--- src/rtl/bool_sweep_ctrl.sv ---
// Exhaustive sweep sequencer for a small combinational boolean block: drives every
// input vector in ascending order, samples F after HOLD cycles and checks it against a latched table.
module bool_sweep_ctrl #(
    parameter int N_IN = 4,
    parameter int HOLD = 2
) (
    input  logic                   clk,
    input  logic                   rst,
    input  logic                   start,
    input  logic                   abort,
    input  logic [(1<<N_IN)-1:0]   expected,
    input  logic                   f_in,
    output logic [N_IN-1:0]        vec_out,
    output logic                   busy,
    output logic                   done,
    output logic                   pass,
    output logic [(1<<N_IN)-1:0]   table_out,
    output logic [N_IN:0]          mismatch_cnt,
    output logic [N_IN-1:0]        first_fail
);
    localparam int NV = 1 << N_IN;
    localparam int CW = (HOLD > 1) ? $clog2(HOLD) : 1;

    typedef enum logic [1:0] {IDLE, RUN, DONE} state_t;

    state_t          state;
    logic [CW-1:0]   cnt;
    logic [NV-1:0]   exp_l;
    logic            mis;

    assign mis = f_in ^ exp_l[vec_out];

    always_ff @(posedge clk or posedge rst) begin
        if (rst) begin
            state        <= IDLE;
            vec_out      <= '0;
            busy         <= 1'b0;
            done         <= 1'b0;
            pass         <= 1'b0;
            table_out    <= '0;
            mismatch_cnt <= '0;
            first_fail   <= '0;
            cnt          <= '0;
            exp_l        <= '0;
        end else begin
            done <= 1'b0;
            case (state)
                IDLE: begin
                    vec_out <= '0;
                    if (start) begin
                        state        <= RUN;
                        busy         <= 1'b1;
                        cnt          <= '0;
                        exp_l        <= expected;
                        table_out    <= '0;
                        mismatch_cnt <= '0;
                        first_fail   <= '0;
                        pass         <= 1'b0;
                    end
                end
                RUN: begin
                    if (abort) begin
                        // partial results stay visible for debug
                        state   <= IDLE;
                        busy    <= 1'b0;
                        vec_out <= '0;
                        pass    <= 1'b0;
                    end else if (cnt != CW'(HOLD - 1)) begin
                        cnt <= cnt + CW'(1);
                    end else begin
                        cnt                <= '0;
                        table_out[vec_out] <= f_in;
                        if (mis) begin
                            mismatch_cnt <= mismatch_cnt + {{N_IN{1'b0}}, 1'b1};
                            if (mismatch_cnt == '0)
                                first_fail <= vec_out;
                        end
                        if (vec_out == {N_IN{1'b1}}) begin
                            // pass must include the compare happening on this edge
                            state   <= DONE;
                            busy    <= 1'b0;
                            done    <= 1'b1;
                            vec_out <= '0;
                            pass    <= (mismatch_cnt == '0) && !mis;
                        end else begin
                            vec_out <= vec_out + N_IN'(1);
                        end
                    end
                end
                DONE:    state <= IDLE;
                default: state <= IDLE;
            endcase
        end
    end
endmodule

--- config.mk ---
export PLATFORM = sky130hd
export DESIGN_NAME = bool_sweep_ctrl
export DESIGN_NICKNAME = d
export VERILOG_FILES = /design/src/rtl/bool_sweep_ctrl.sv
export SDC_FILE = /design/constraint.sdc
export NUM_CORES = 1
export LEC_CHECK = 0
export CAP_MARGIN = 20
export CORE_MARGIN = 1.5
export CORE_UTILIZATION = 26
export DETAILED_ROUTE_END_ITERATION = 16
export HOLD_SLACK_MARGIN = 0.05
export PLACE_DENSITY = 0.58
export RECOVER_POWER = 25
export SYNTH_ARGS = -nofsm -noshare
export SYNTH_HDL_FRONTEND = slang
export SYNTH_SLANG_ARGS = --single-unit
--- constraint.sdc ---
create_clock -name clk -period 2.8 [get_ports clk]
set_clock_uncertainty 0.1 [all_clocks]
set_input_delay 0.42 -clock clk [delete_from_list [all_inputs] [get_ports clk]]
set_output_delay 0.42 -clock clk [all_outputs]
set_load 0.02 [all_outputs]
==> results.md, run 1 <==
- Net switching power: 693 uW
- Share of cells above drive strength 1: 0.158
- Critical path class: register to register
- Portion of total power attributed to the clock network: 0.244
- Number of rows created at floorplan: 36
- Average instance area after synthesis: 10.7 um2
- List of cells traversed by the critical path: mux4_2 -> mux4_2 -> xnor2_2 -> buf_4 -> a2111o_1 -> o21ai_1
- Top Family by Delay on Critical Path: multiplexers
- Violation count after the first detailed-routing iteration: 77
- Startpoint of the worst-slack reg-to-reg timing path: vec_out[1]$_DFFE_PP0P_
- Fmax: 400 MHz
- Critical path launch point type: register
- Mapped cell area: 2560 um2
- Clock tree root buffer cell: sky130_fd_sc_hd__clkbuf_8
- Worst hold-check path type: register to register
- Cell count after placement: 423
- Setup repair after global routing missed its margin: no
- Routability cong.: 0.787
- Leakage power of the design: 1.40 nW
- CTS Sinks: a little over 50
- Initial Util: 0.265
- Number of antenna cells inserted: 0
- Final non-filler cell area: roughly 3400 um2
- CP max-delay cell: sky130_fd_sc_hd__mux4_2
- Fin crit period: roughly 2.5 ns
- Register clock-pin slew on the reported worst setup and hold paths: ~0.10 ns
- Aggregate negative setup slack: 0 ns
- Die boundary height: 102 um
- Rel. slew slack: 0.185
- Layout area overhead: 32.4%
- Share of the core filled with cells in the final layout: 0.351
- Critical Path Fanout Max: 11
- Max clock buf depth: 2
- Synthesis-stage register bit count: 51
- Global Route Usage Sum: 0.129
- Minimum hold slack: approximately 0.42 ns
- Outcome: complete, no violations
- Cell area after placement: 3270 um2
- Maximum Capacitance Violations: 0
- TritonCTS clock tree: yes
- Power after layout: 2.19 mW
- Detailed placement HPWL: 4.68 mm
- Number of filler cells placed in the layout: 1035
- Number of instances in the synthesized netlist: between 200 and 250
- Via count of the first global-routing pass: 2003
- Period Utilization, post-route: 0.893
- Via count: 2060
- P_int: 1.50 mW
- Clock latency on the worst-skew pair: 0.31 ns
- Number of design rule violations left after detail routing: 0
- Final setup vio count: 0
- Hold buffers post-CTS: 0
- First-pass GRT wire length: 10.4 mm
- Final Instance Count excl. Fillers: about 430
- Worst Setup End Kind: register
- Routed length per instance: between 10 and 15 um
- Dominant cells by area after synthesis: sky130_fd_sc_hd__dfrtp_1, sky130_fd_sc_hd__o21ai_0, sky130_fd_sc_hd__mux2_2
- Critical Path RT: 2.94 ns
- Dominant register cell in the synthesized netlist: sky130_fd_sc_hd__dfrtp_1
- Number of ports placed on the die boundary: 53
- Part of the total power dissipated in sequential elements: 0.431
- Post-synthesis cell type count: 39
- Level count of the clock H-tree: 2
- Maximum single-stage delay on the critical path: 0.52 ns
- Critical Path Start: vec_out[1]$_DFFE_PP0P_
- Startpoint of the tightest hold check path: table_out[9]$_DFFE_PP0P_
- Number of nets in the finished design: 324
- Final critical-path setup slack: 0.301 ns
- Number of nets with antenna violations after routing: 0
- Count of buffer and inverter cells on the critical path: 1
- Post CTS Setup Buffer Count: 0
- Number of buffers inserted during clock tree synthesis: 5
- CTS resizes: 0
- Pins over their slew limit: 0
- Synth async-reset ratio: 1.00
- Most area-hungry cell type in the Yosys netlist: sky130_fd_sc_hd__dfrtp_1
- Transition time at the pin with the least slew margin: 1.22 ns
- DRT Wirelength: around 6.3 mm
- Area occupied by registers: 1280 um2
- Final count of hold timing violations: 0
- CP dominant cell by count: sky130_fd_sc_hd__mux4_2
- Overall overflow remaining after global route: 0
- Core Area: between 9000 and 10000 um2
- Share of the synthesized area in the top cell type: 0.499
- Die Footprint: 10400 um2
- Power per cell area: 648 nW/um2
- Share of the yosys chip area belonging to registers: 0.499
- Combined area of the multi-input logic cells: around 1200 um2
- Most frequent cells in the layout: sky130_fd_sc_hd__dfrtp_1, sky130_fd_sc_hd__clkdlybuf4s50_1, sky130_fd_sc_hd__o21ai_0
- Part of the power in combinational logic: 0.324
- Worst supply voltage drop on vdd: between 0.2 and 0.25 mV
- Synthesized netlist net count: 267
- Count of yosys warnings during synthesis: 0
- Length of the first detailed-routing pass in iterations: 4
- Width of the die: 102 um
- Via/cell ratio: 4.78
- Initial antenna violation count: 0
- Pin count of the biggest net entering global routing: 32
- Count of flip-flops with a built-in enable after synthesis: 0
- I/O Buffers: 52
- Pre-CTS setup slack: 0.298 ns
- Fraction of power spent switching nets: 0.316
- Arrival time of the worst setup path: ~2.6 ns
-- routing by layer --
layer  wire length, um  global-route usage  vias to the layer above  share of wire
met3               248              0.0260                       12          0.040
met5                 0                   0                        -              0
met4               102              0.0453                        0          0.016
li1                  -                   -                      982              -
met1              2940               0.168                     1009           0.47
met2              2990               0.212                       57           0.48
-- power by group through the flow --
| stage | registers (mW) | clock network, mW | logic [mW] |
|---|---|---|---|
| 6_report | 0.946 | 0.536 | 0.712 |
| 5_1_grt | 0.968 | 0.584 | 0.779 |
| 4_1_cts | 0.950 | 0.557 | 0.719 |
| 3_5_place_dp | 0.965 | 0 | 0.717 |
| 3_3_place_gp | 0.961 | 0 | 0.703 |
| 2_1_floorplan | 1.00 | 0 | 0.392 |
-- tightest hold or removal path, stage by stage, from the launching register on --
cell	delay [ns]
sky130_fd_sc_hd__dfrtp_1	0.35
sky130_fd_sc_hd__o21ai_0	0.07
sky130_fd_sc_hd__o21ai_0	0.06
-- flip-flops by register name, summed over array words and instances, names as in the netlist, 2 cells and up --
signal,cells
first_fail,4
table_out,16
exp_l,16
mismatch_cnt,5
vec_out,4
state,2
-- kinds of logic after synthesis --
kind of cell               share of synthesized area
xor gates and xnor gates                     0.00979
DFF                                            0.499
and+or+nand+nor                                0.118
AOI/OAI and AO/OA                              0.163
buffers and inverters                         0.0377
muxes                                          0.143
adders and majority gates                     0.0294
-- final cells by class --
class	count	area share
multi-input cells	167	0.350
inverters	7	0.00776
clock buffers	6	0.0244
clock inverters	2	0.0103
repair buffers	65	0.181
flip-flops and latches	51	0.377
well taps	133	0.0492
-- cell usage after synthesis, drive strengths merged (2+ instances only) --
| library cell | number |
|---|---|
| o21ai | 41 |
| nor2 | 7 |
| a21oi | 19 |
| nand2 | 18 |
| a31oi | 3 |
| mux4 | 5 |
| or2 | 3 |
| a21o | 2 |
| nand3b | 2 |
| a2bb2oi | 4 |
| buf | 4 |
| inv | 7 |
| dfrtp | 51 |
| mux2i | 4 |
| nand4 | 8 |
| nor2b | 3 |
| ha | 6 |
| and3 | 4 |
| xnor2 | 2 |
| clkbuf | 11 |
| mux2 | 19 |
| nand2b | 6 |
-- path summary, 6_finish.rpt --
path	slack (ns)	depth (start not counted)	to
max in group asynchronous	0.91	3	exp_l[8]$_DFFE_PP0P_
setup reg to reg	0.30	6	mismatch_cnt[2]$_DFFE_PP0P_
hold / removal	0.42	2	table_out[9]$_DFFE_PP0P_
min in group asynchronous	0.79	2	done$_DFF_PP0_
setup / recovery	0.30	6	mismatch_cnt[2]$_DFFE_PP0P_
hold reg to reg	0.42	2	table_out[9]$_DFFE_PP0P_
Note: power is estimated with default switching activity, not from simulation.
==> run 2: changes to the inputs <==
- SKIP_CTS_REPAIR_TIMING: unset -> 1
==> results of run 2 <==
The final DEF is identical to that of run 1; final timing and power are the same.
==> run 3: changes to the inputs <==
- TNS_END_PERCENT: unset -> 20
==> results of run 3 <==
The final DEF is identical to that of run 1; final timing and power are the same.
